[src/rtl/mul_pkg.sv]
// Shared definitions for the long-multiply unit and the decoder that drives it.
package mul_pkg;

  // Multiplier sequencing states.
  typedef enum logic [1:0] {
    IDLE = 2'd0,
    CALC = 2'd1,
    FIX  = 2'd2,
    DONE = 2'd3
  } mul_state_t;

  // ALUControl encodings the decoder emits for long multiplies.
  localparam logic [3:0] ALU_UMULL = 4'b0110;
  localparam logic [3:0] ALU_SMULL = 4'b1000;

  // Width of an iteration counter that can hold the value WIDTH.
  function automatic int cnt_width(input int width);
    return $clog2(width + 1);
  endfunction

endpackage

[src/rtl/mul_unit_cond_neg.sv]
// Conditional two's-complement negation: y = en ? -x : x (wraps modulo 2^W).
module cond_neg #(
  parameter int W = 32
) (
  input  logic         en,
  input  logic [W-1:0] x,
  output logic [W-1:0] y
);

  assign y = en ? ((~x) + W'(1)) : x;

endmodule

[src/rtl/mul_unit.sv]
// Iterative shift-add long multiplier (UMULL/SMULL) with N/Z flag outputs.
// Signed operands are reduced to magnitudes on capture, multiplied unsigned,
// and the product is negated once at the end when the operand signs differ.
module mul_unit
  import mul_pkg::*;
#(
  parameter int WIDTH = 32
) (
  input  logic             clk,
  input  logic             reset,
  input  logic             start,
  input  logic             is_signed,
  input  logic             set_flags,
  input  logic [WIDTH-1:0] a,
  input  logic [WIDTH-1:0] b,
  output logic             busy,
  output logic             done,
  output logic [WIDTH-1:0] lo,
  output logic [WIDTH-1:0] hi,
  output logic             flag_n,
  output logic             flag_z,
  output logic             flag_we
);

  localparam int CW = cnt_width(WIDTH);
  localparam int PW = 2 * WIDTH;

  mul_state_t r_state;
  mul_state_t w_state_next;

  logic [PW-1:0]    r_mcand;
  logic [PW-1:0]    r_acc;
  logic [WIDTH-1:0] r_mplier;
  logic [CW-1:0]    r_cnt;
  logic             r_neg;
  logic             r_sf;
  logic [WIDTH-1:0] r_lo;
  logic [WIDTH-1:0] r_hi;
  logic             r_flag_n;
  logic             r_flag_z;
  logic             r_done;
  logic             r_flag_we;

  logic             w_neg_a;
  logic             w_neg_b;
  logic [WIDTH-1:0] w_abs_a;
  logic [WIDTH-1:0] w_abs_b;
  logic [PW-1:0]    w_acc_fix;
  logic             w_last;

  // Only signed operands with the sign bit set need negating to a magnitude.
  // The most negative value maps onto itself, which is the correct unsigned magnitude.
  assign w_neg_a = is_signed & a[WIDTH-1];
  assign w_neg_b = is_signed & b[WIDTH-1];

  cond_neg #(.W(WIDTH)) u_abs_a (
    .en (w_neg_a),
    .x  (a),
    .y  (w_abs_a)
  );

  cond_neg #(.W(WIDTH)) u_abs_b (
    .en (w_neg_b),
    .x  (b),
    .y  (w_abs_b)
  );

  // Sign restoration of the full-width product.
  cond_neg #(.W(PW)) u_fix (
    .en (r_neg),
    .x  (r_acc),
    .y  (w_acc_fix)
  );

  // The WIDTH-th iteration is the one that sees the counter at WIDTH-1.
  assign w_last = (r_cnt == CW'(WIDTH - 1));

  // State register.
  always_ff @(posedge clk or negedge reset) begin
    if (!reset) begin
      r_state <= IDLE;
    end else begin
      r_state <= w_state_next;
    end
  end

  // Next-state logic; start is only honoured in IDLE.
  always_comb begin
    w_state_next = r_state;
    case (r_state)
      IDLE:    if (start) w_state_next = CALC;
      CALC:    if (w_last) w_state_next = FIX;
      FIX:     w_state_next = DONE;
      DONE:    w_state_next = IDLE;
      default: w_state_next = IDLE;
    endcase
  end

  // Datapath: capture, shift-add iterations, and result/flag registration.
  // The sign-fixed product is registered straight into lo/hi on the FIX edge,
  // so the results are already valid during the cycle done is high.
  always_ff @(posedge clk or negedge reset) begin
    if (!reset) begin
      r_mcand   <= '0;
      r_acc     <= '0;
      r_mplier  <= '0;
      r_cnt     <= '0;
      r_neg     <= 1'b0;
      r_sf      <= 1'b0;
      r_lo      <= '0;
      r_hi      <= '0;
      r_flag_n  <= 1'b0;
      r_flag_z  <= 1'b0;
      r_done    <= 1'b0;
      r_flag_we <= 1'b0;
    end else begin
      r_done    <= 1'b0;
      r_flag_we <= 1'b0;
      case (r_state)
        IDLE: begin
          if (start) begin
            r_mcand  <= {{WIDTH{1'b0}}, w_abs_a};
            r_mplier <= w_abs_b;
            r_acc    <= '0;
            r_cnt    <= '0;
            r_neg    <= w_neg_a ^ w_neg_b;
            r_sf     <= set_flags;
          end
        end
        CALC: begin
          if (r_mplier[0]) begin
            r_acc <= r_acc + r_mcand;
          end
          r_mcand  <= r_mcand << 1;
          r_mplier <= r_mplier >> 1;
          r_cnt    <= r_cnt + CW'(1);
        end
        FIX: begin
          r_lo      <= w_acc_fix[WIDTH-1:0];
          r_hi      <= w_acc_fix[PW-1:WIDTH];
          r_flag_n  <= w_acc_fix[PW-1];
          r_flag_z  <= (w_acc_fix == '0);
          r_done    <= 1'b1;
          r_flag_we <= r_sf;
        end
        default: ;
      endcase
    end
  end

  assign busy    = (r_state != IDLE);
  assign done    = r_done;
  assign lo      = r_lo;
  assign hi      = r_hi;
  assign flag_n  = r_flag_n;
  assign flag_z  = r_flag_z;
  assign flag_we = r_flag_we;

endmodule

[config.mk]
export PLATFORM = sky130hd
export DESIGN_NAME = mul_unit
export DESIGN_NICKNAME = d
export VERILOG_FILES = /design/src/rtl/mul_pkg.sv /design/src/rtl/mul_unit_cond_neg.sv /design/src/rtl/mul_unit.sv
export SDC_FILE = /design/constraint.sdc
export NUM_CORES = 1
export LEC_CHECK = 0
export CORE_MARGIN = 2
export CORE_UTILIZATION = 40
export CTS_CLUSTER_SIZE = 28
export DETAILED_ROUTE_END_ITERATION = 10
export GPL_TIMING_DRIVEN = 0
export HOLD_SLACK_MARGIN = 0.1
export SETUP_SLACK_MARGIN = 0.02
export SLEW_MARGIN = 20
export SYNTH_ARGS = -nofsm -noshare
export SYNTH_HDL_FRONTEND = slang
export SYNTH_SLANG_ARGS = --single-unit
[constraint.sdc]
create_clock -name clk -period 4.2 [get_ports clk]
set_input_delay 0.42 -clock clk [delete_from_list [all_inputs] [get_ports clk]]
set_output_delay 0.42 -clock clk [all_outputs]
set_load 0.03 [all_outputs]
# [Word-level counts from Yosys, hierarchy flattened]
# Cells that the tools add are included.
# W data, S select, Z words.
[classes] add_sub_neg=5 mul=0 div=0 magnitude_cmp=0 n_eq_ne=7 n_shift=0 muxes=17 n_bitwise=6 reduce_logical=8
[ops] operator="$mux W64" n=4
[ops] operator="$pmux W64 S2" n=2
[ops] operator="$mux W32" n=3
[ops] operator="$add A32 B1 Y32 const B" n=2
[ops] operator="$add A64 B1 Y64 const B" n=1
[ops] operator="$add A64 B64 Y64" n=1
[ops] operator="$logic_not A64 Y1" n=1
[ops] operator="$not A32 Y32" n=2
[ops] operator="$not A64 Y64" n=1
[ops] operator="$pmux W32 S2" n=1
[ops] operator="$pmux W6 S2" n=1
[ops] operator="$pmux W2 S4" n=1
[ops] operator="$add A6 B1 Y6 const B" n=1
[ops] operator="$eq A6 B5 Y1 const B" n=1
[ops] operator="$mux W6" n=1
[ops] operator="$ne A2 B2 Y1 const B" n=3
[ops] operator="$reduce_and A2 Y1" n=3
[ops] operator="$eq A2 B2 Y1 const B" n=2
[ops] operator="$mux W2" n=2
[ops] operator="$reduce_bool A2 Y1" n=2
[ops] operator="$reduce_and A3 Y1" n=1
[ops] operator="$and A1 B1 Y1" n=2
[ops] operator="$eq A2 B1 Y1 const B" n=1
[ops] operator="$logic_not A2 Y1" n=1
[ops] operator="other kinds (2)" n=3
[word_totals] register_bits=238 latchBits=0 ramBits=0 rom_bits=0 word_cells=56 n_memories=0

# [Depth between registers and ports, before layout]
[logic_depth] ltp_word=5 ltp_mapped=14 mapped_depth_nobuf=13

# [Cells and area by module]
# From an unflattened synthesis, not the netlist that was laid out.
[hier_totals] cells_unflattened=1782 area_unflattened_um2=16652.2
[modules_own_cells] module="mul_unit" instances=1 cells_per_inst=1378 area_each_um2=13449.1
[modules_own_cells] module="cond_neg at u_fix" instances=1 cells_per_inst=206 area_each_um2=1649.1
[modules_own_cells] module="cond_neg at u_abs_a ..." instances=2 cells_per_inst=99 area_each_um2=777.0

# [Worst setup path before layout]
# Ideal clock, no wire load.
[synth_path] path_type="register -> register" startpoint="register r_acc[16]" endpoint="register r_flag_z (netlist: flag_z)" setup_time_ns=0.095 t_arrival_ns=3.460 path_slack_ns=0.644 stages_incl_launch_ff=14 n_path_buf=3 period_less_slack_ns=3.556 cell_sequence="dfrtp_1 -> buf_6 -> or4_4 -> buf_6 -> or4_4 -> or4_4 -> buf_6 -> or3_4 -> o31ai_4 -> xor2_1 -> nand2_1 -> nor3_2 -> nand4_1 -> o32ai_2"
[synth_between] elab_chain_len=4
[synth_lines] element="from (decl)" line="mul_unit.sv:32" source="logic [PW-1:0] r_acc;"
[synth_lines] element="from (signal assigned)" line="mul_unit.sv:132" source="r_acc <= r_acc + r_mcand;"
[synth_lines] element="$not A64 Y64" line="mul_unit_cond_neg.sv:10" source="assign y = en ? ((~x) + W'(1)) : x;"
[synth_lines] element="$add A64 B1 Y64" line="mul_unit_cond_neg.sv:10"
[synth_lines] element="$mux W64 (*)" line="mul_unit_cond_neg.sv:10"
[synth_lines] element="$logic_not A64 Y1 (*)" line="mul_unit.sv:142" source="r_flag_z <= (w_acc_fix == '0);"
[synth_lines] element="to (signal assigned)" line="mul_unit.sv:142"
[synth_lines] element="to (decl)" line="mul_unit.sv:40" source="logic r_flag_z;"
# Mark *: on every way between the ends. The rest lies on a longest branch, timed or not.
# A chain may end at the register's enable or synchronous reset.

# [Final worst setup path]
[layout_path] startpoint="register r_acc[10]" endpoint="register r_flag_z (netlist: flag_z)"
# Same word-level chain as after synthesis.

==> qor.yml <==
outcome:
  status: "complete, no violations"
die:
  die_area_um2: 42500
  fp.dieH_um: 206
  core_um2: 40600
  initial_core_util_pct: 40.3
  rows: 74
  die_w_um: 206
  top_level_ports: 138
detailed_routing:
  wl_met3_mm: 2.98
  post-route-drc-count: 0
  ant_nets: 0
  wl_mm: 52.8
  m1WireLength_mm: 24.2
  wl_per_cell_um: 19.4
  routed.top_layer: "met4"
  drt_iter0_drc: 1024
  wl_met2_mm: 24.1
  viasPerCell: 5.67
  vias: 15428
  drt_pre_antenna_iters: 4
worst_setup_path:
  crit_type: "register to register"
  crit_arrival_ns: 4.53
  worstPathRequired_ns: 4.68
  end_kind: "register"
  start_kind: "register"
  crit_path_max_fanout: 10
grt:
  grt_pass1_wl_mm: 83.0
  grt_use_total_pct: 24.9
  antenna_found_initial: 1
  grt_max_degree: 85
  grt_overflow: 0
  grt_pass1_vias: 14808
sta:
  finalSetupViolations: 0
  worst-slew-pin-transition_ns: 0.930
  slew_violations: 0
  rsz0062_at_grt: "false"
  final.setup_skew_ns: 0.00921
  hold_viol_final: 0
  fin_crit_ns: 4.05
  slew_headroom_pct: 37.6
  max_freq_mhz: 247
  worst_slack_ns: 0.147
  period_share_pct: 96.5
finish:
  nets: 2306
  syn2layout_area_growth_pct: 19.7
  fin_cells: 2720
  n_fill_cell: 3997
  final_common_cell: "nand2_1"
  drive_gt1_share_pct: 4.62
  mostFrequentLayoutCells: "nand2_1 (248), dfrtp_1 (237), a21oi_1 (227)"
power:
  cellPowerDensity_nw_per_um2: 268
  vdd_drop_max_v: 0.000195
  power.leakage_nw: 8.58
synthesis:
  avgSynthCellArea_um2: 8.22
  synth.net_count: 2132
  synth.area.mux_share_pct: 0.972
  synth_top_family_by_area: "compound AO/OA/AOI/OAI gates"
  synth-async-reset-ratio_pct: 100
  synth-xor-area-share_pct: 9.59
  synth_fa_ha_area_share_pct: 5.63
  postSynthCellCount: 1990
  synthSimpleGateAreaFrac_pct: 18.9
  synth_edf_count: 0
  ys_ff_latch: 237
  seq_area_frac_synth_pct: 36.3
  ys.flop_type: "dfrtp_1"
  synth.distinct_cells: 76
  yosysWarnings: 0
  synth-compound-area-share_pct: 24.6
  syn_area_um2: 16400
flow_run:
  max_cap_viol_count: 0
clock_tree:
  clk_latency_ns: 0.57
  cts_buffer_depth: 3
  cts_htree_levels: 1
  cts_buffers: 30
  root_buffer: "clkbuf_16"
  path_clk_slew_ns: 0.06
  numClockSinks: 237
  cts_tree: "yes"
place:
  port_buffers: 137
  dpl.hpwl_mm: 41.7
  placed_cells: 2661
  gp_congestion: 0.926
  post-place-ws_ns: -0.396
hold_path:
  hp-class: "primary input to async pin"
## repair_timing
action                     4_1_cts  5_1_grt
hold buffers                     1        0
pin swaps                        0        0
resized for setup                4       10
setup buffers                    0        2
setup endpoints to repair        8        7
hold endpoints to repair        77        0
## state kept, by name, indices dropped and copies added, names as in the netlist
register	cells
done	1
lo	32
r_sf	1
r_acc	64
hi	32
flag_z	1
r_mplier	32
r_cnt	6
flag_we	1
r_neg	1
r_mcand	64
r_state	2
## worst paths after layout
| check | cells past startpoint | slack [ns] | from | endpoint |
|---|---|---|---|---|
| max | 12 | 0.15 | r_acc[10]$_DFFE_PN0P_ | flag_z$_DFFE_PN0P_ |
| min | 2 | 0.41 | reset | hi[16]$_DFFE_PN0P_ |
| max reg2reg | 12 | 0.15 | r_acc[10]$_DFFE_PN0P_ | flag_z$_DFFE_PN0P_ |
| min reg2reg | 2 | 0.48 | r_mplier[8]$_DFFE_PN0P_ | r_mplier[8]$_DFFE_PN0P_ |
| max in group asynchronous | 3 | 2.95 | reset | r_mplier[16]$_DFFE_PN0P_ |
| min in group clk | 2 | 0.48 | r_mplier[8]$_DFFE_PN0P_ | r_mplier[8]$_DFFE_PN0P_ |
## stage by stage
| stage | power, mW | utilization [%] | setup TNS (ns) | hold slack, ns | instance area (um2) |
|---|---|---|---|---|---|
| floorplan | 2.42 | - | 0 | 0.124 | 16400 |
| global placement | 2.59 | 45.4 | -1765.31 | 0.462 | 18400 |
| detailed placement | 2.59 | 45.5 | -2.15 | 0.447 | 18500 |
| CTS | 5.29 | 48.1 | 0 | 0.423 | 19500 |
| global route | 5.42 | 48.3 | 0 | 0.478 | 19600 |
| finish | 5.24 | 48.3 | 0 | 0.414 | 19600 |
## power by group
group	leakage (nW)	switching [mW]	internal (mW)
logic	4.78	0.150	0.113
registers	3.30	0.00114	2.29
clock network	0.508	1.04	1.66
## routing by layer
layer	vias up	GRT usage, %
li1	7518	-
met1	7380	33.9
met2	441	40.9
met3	89	3.33
met4	0	7.86
met5	-	0
## synthesized netlist by cell type (21+ instances only)
| cell | number | area (um2) |
|---|---|---|
| inv_1 | 36 | 135 |
| dfrtp_1 | 237 | 5930 |
| nand4_1 | 23 | 144 |
| o31ai_1 | 27 | 203 |
| o21ai_0 | 202 | 1010 |
| xnor2_1 | 63 | 552 |
| clkbuf_1 | 113 | 424 |
| nand2_1 | 248 | 931 |
| nor3_1 | 35 | 175 |
| nor4_1 | 21 | 131 |
| a21o_1 | 35 | 263 |
| or4_1 | 23 | 173 |
| or3_1 | 33 | 206 |
| xor2_1 | 116 | 1020 |
| nand3_1 | 24 | 120 |
| a22o_1 | 39 | 342 |
| ha_1 | 72 | 901 |
| nor2_1 | 179 | 672 |
| a21oi_1 | 227 | 1140 |
## worst max-delay path, cell delays in order (launching register included)
cell     delay [ns]
dfrtp_1        0.40
buf_2          0.19
or4_1          0.66
or3_1          0.49
or4_4          0.59
buf_6          0.18
or3_4          0.38
o31ai_4        0.18
xor2_1         0.28
nand2_1        0.17
nor3_2         0.13
nand4_1        0.12
o32ai_2        0.20
## cell type report
cell class              count  area (um2)  share of cell area [%]
diodes                      1        2.50                  0.0128
plain buffers             129         517                    2.64
clock buffers              39         846                    4.32
clock inverters            16         191                   0.978
inverters                  36         135                   0.690
multi-input cells        1588        9830                    50.2
flip-flops and latches    237        5930                    30.3
well taps                 532         666                    3.40
repair buffers            142        1460                    7.44
## cells by family (layout without fill, tap and decap cells)
group	count (synthesis)	count (layout)
adders and majority gates	73	73
buffers and inverters	165	362
xor gates and xnor gates	179	179
other	0	1
AOI/OAI and AO/OA	660	660
and+or+nand+nor	661	661
DFF	237	237
muxes	15	15
Note: power is estimated with default switching activity, not from simulation.
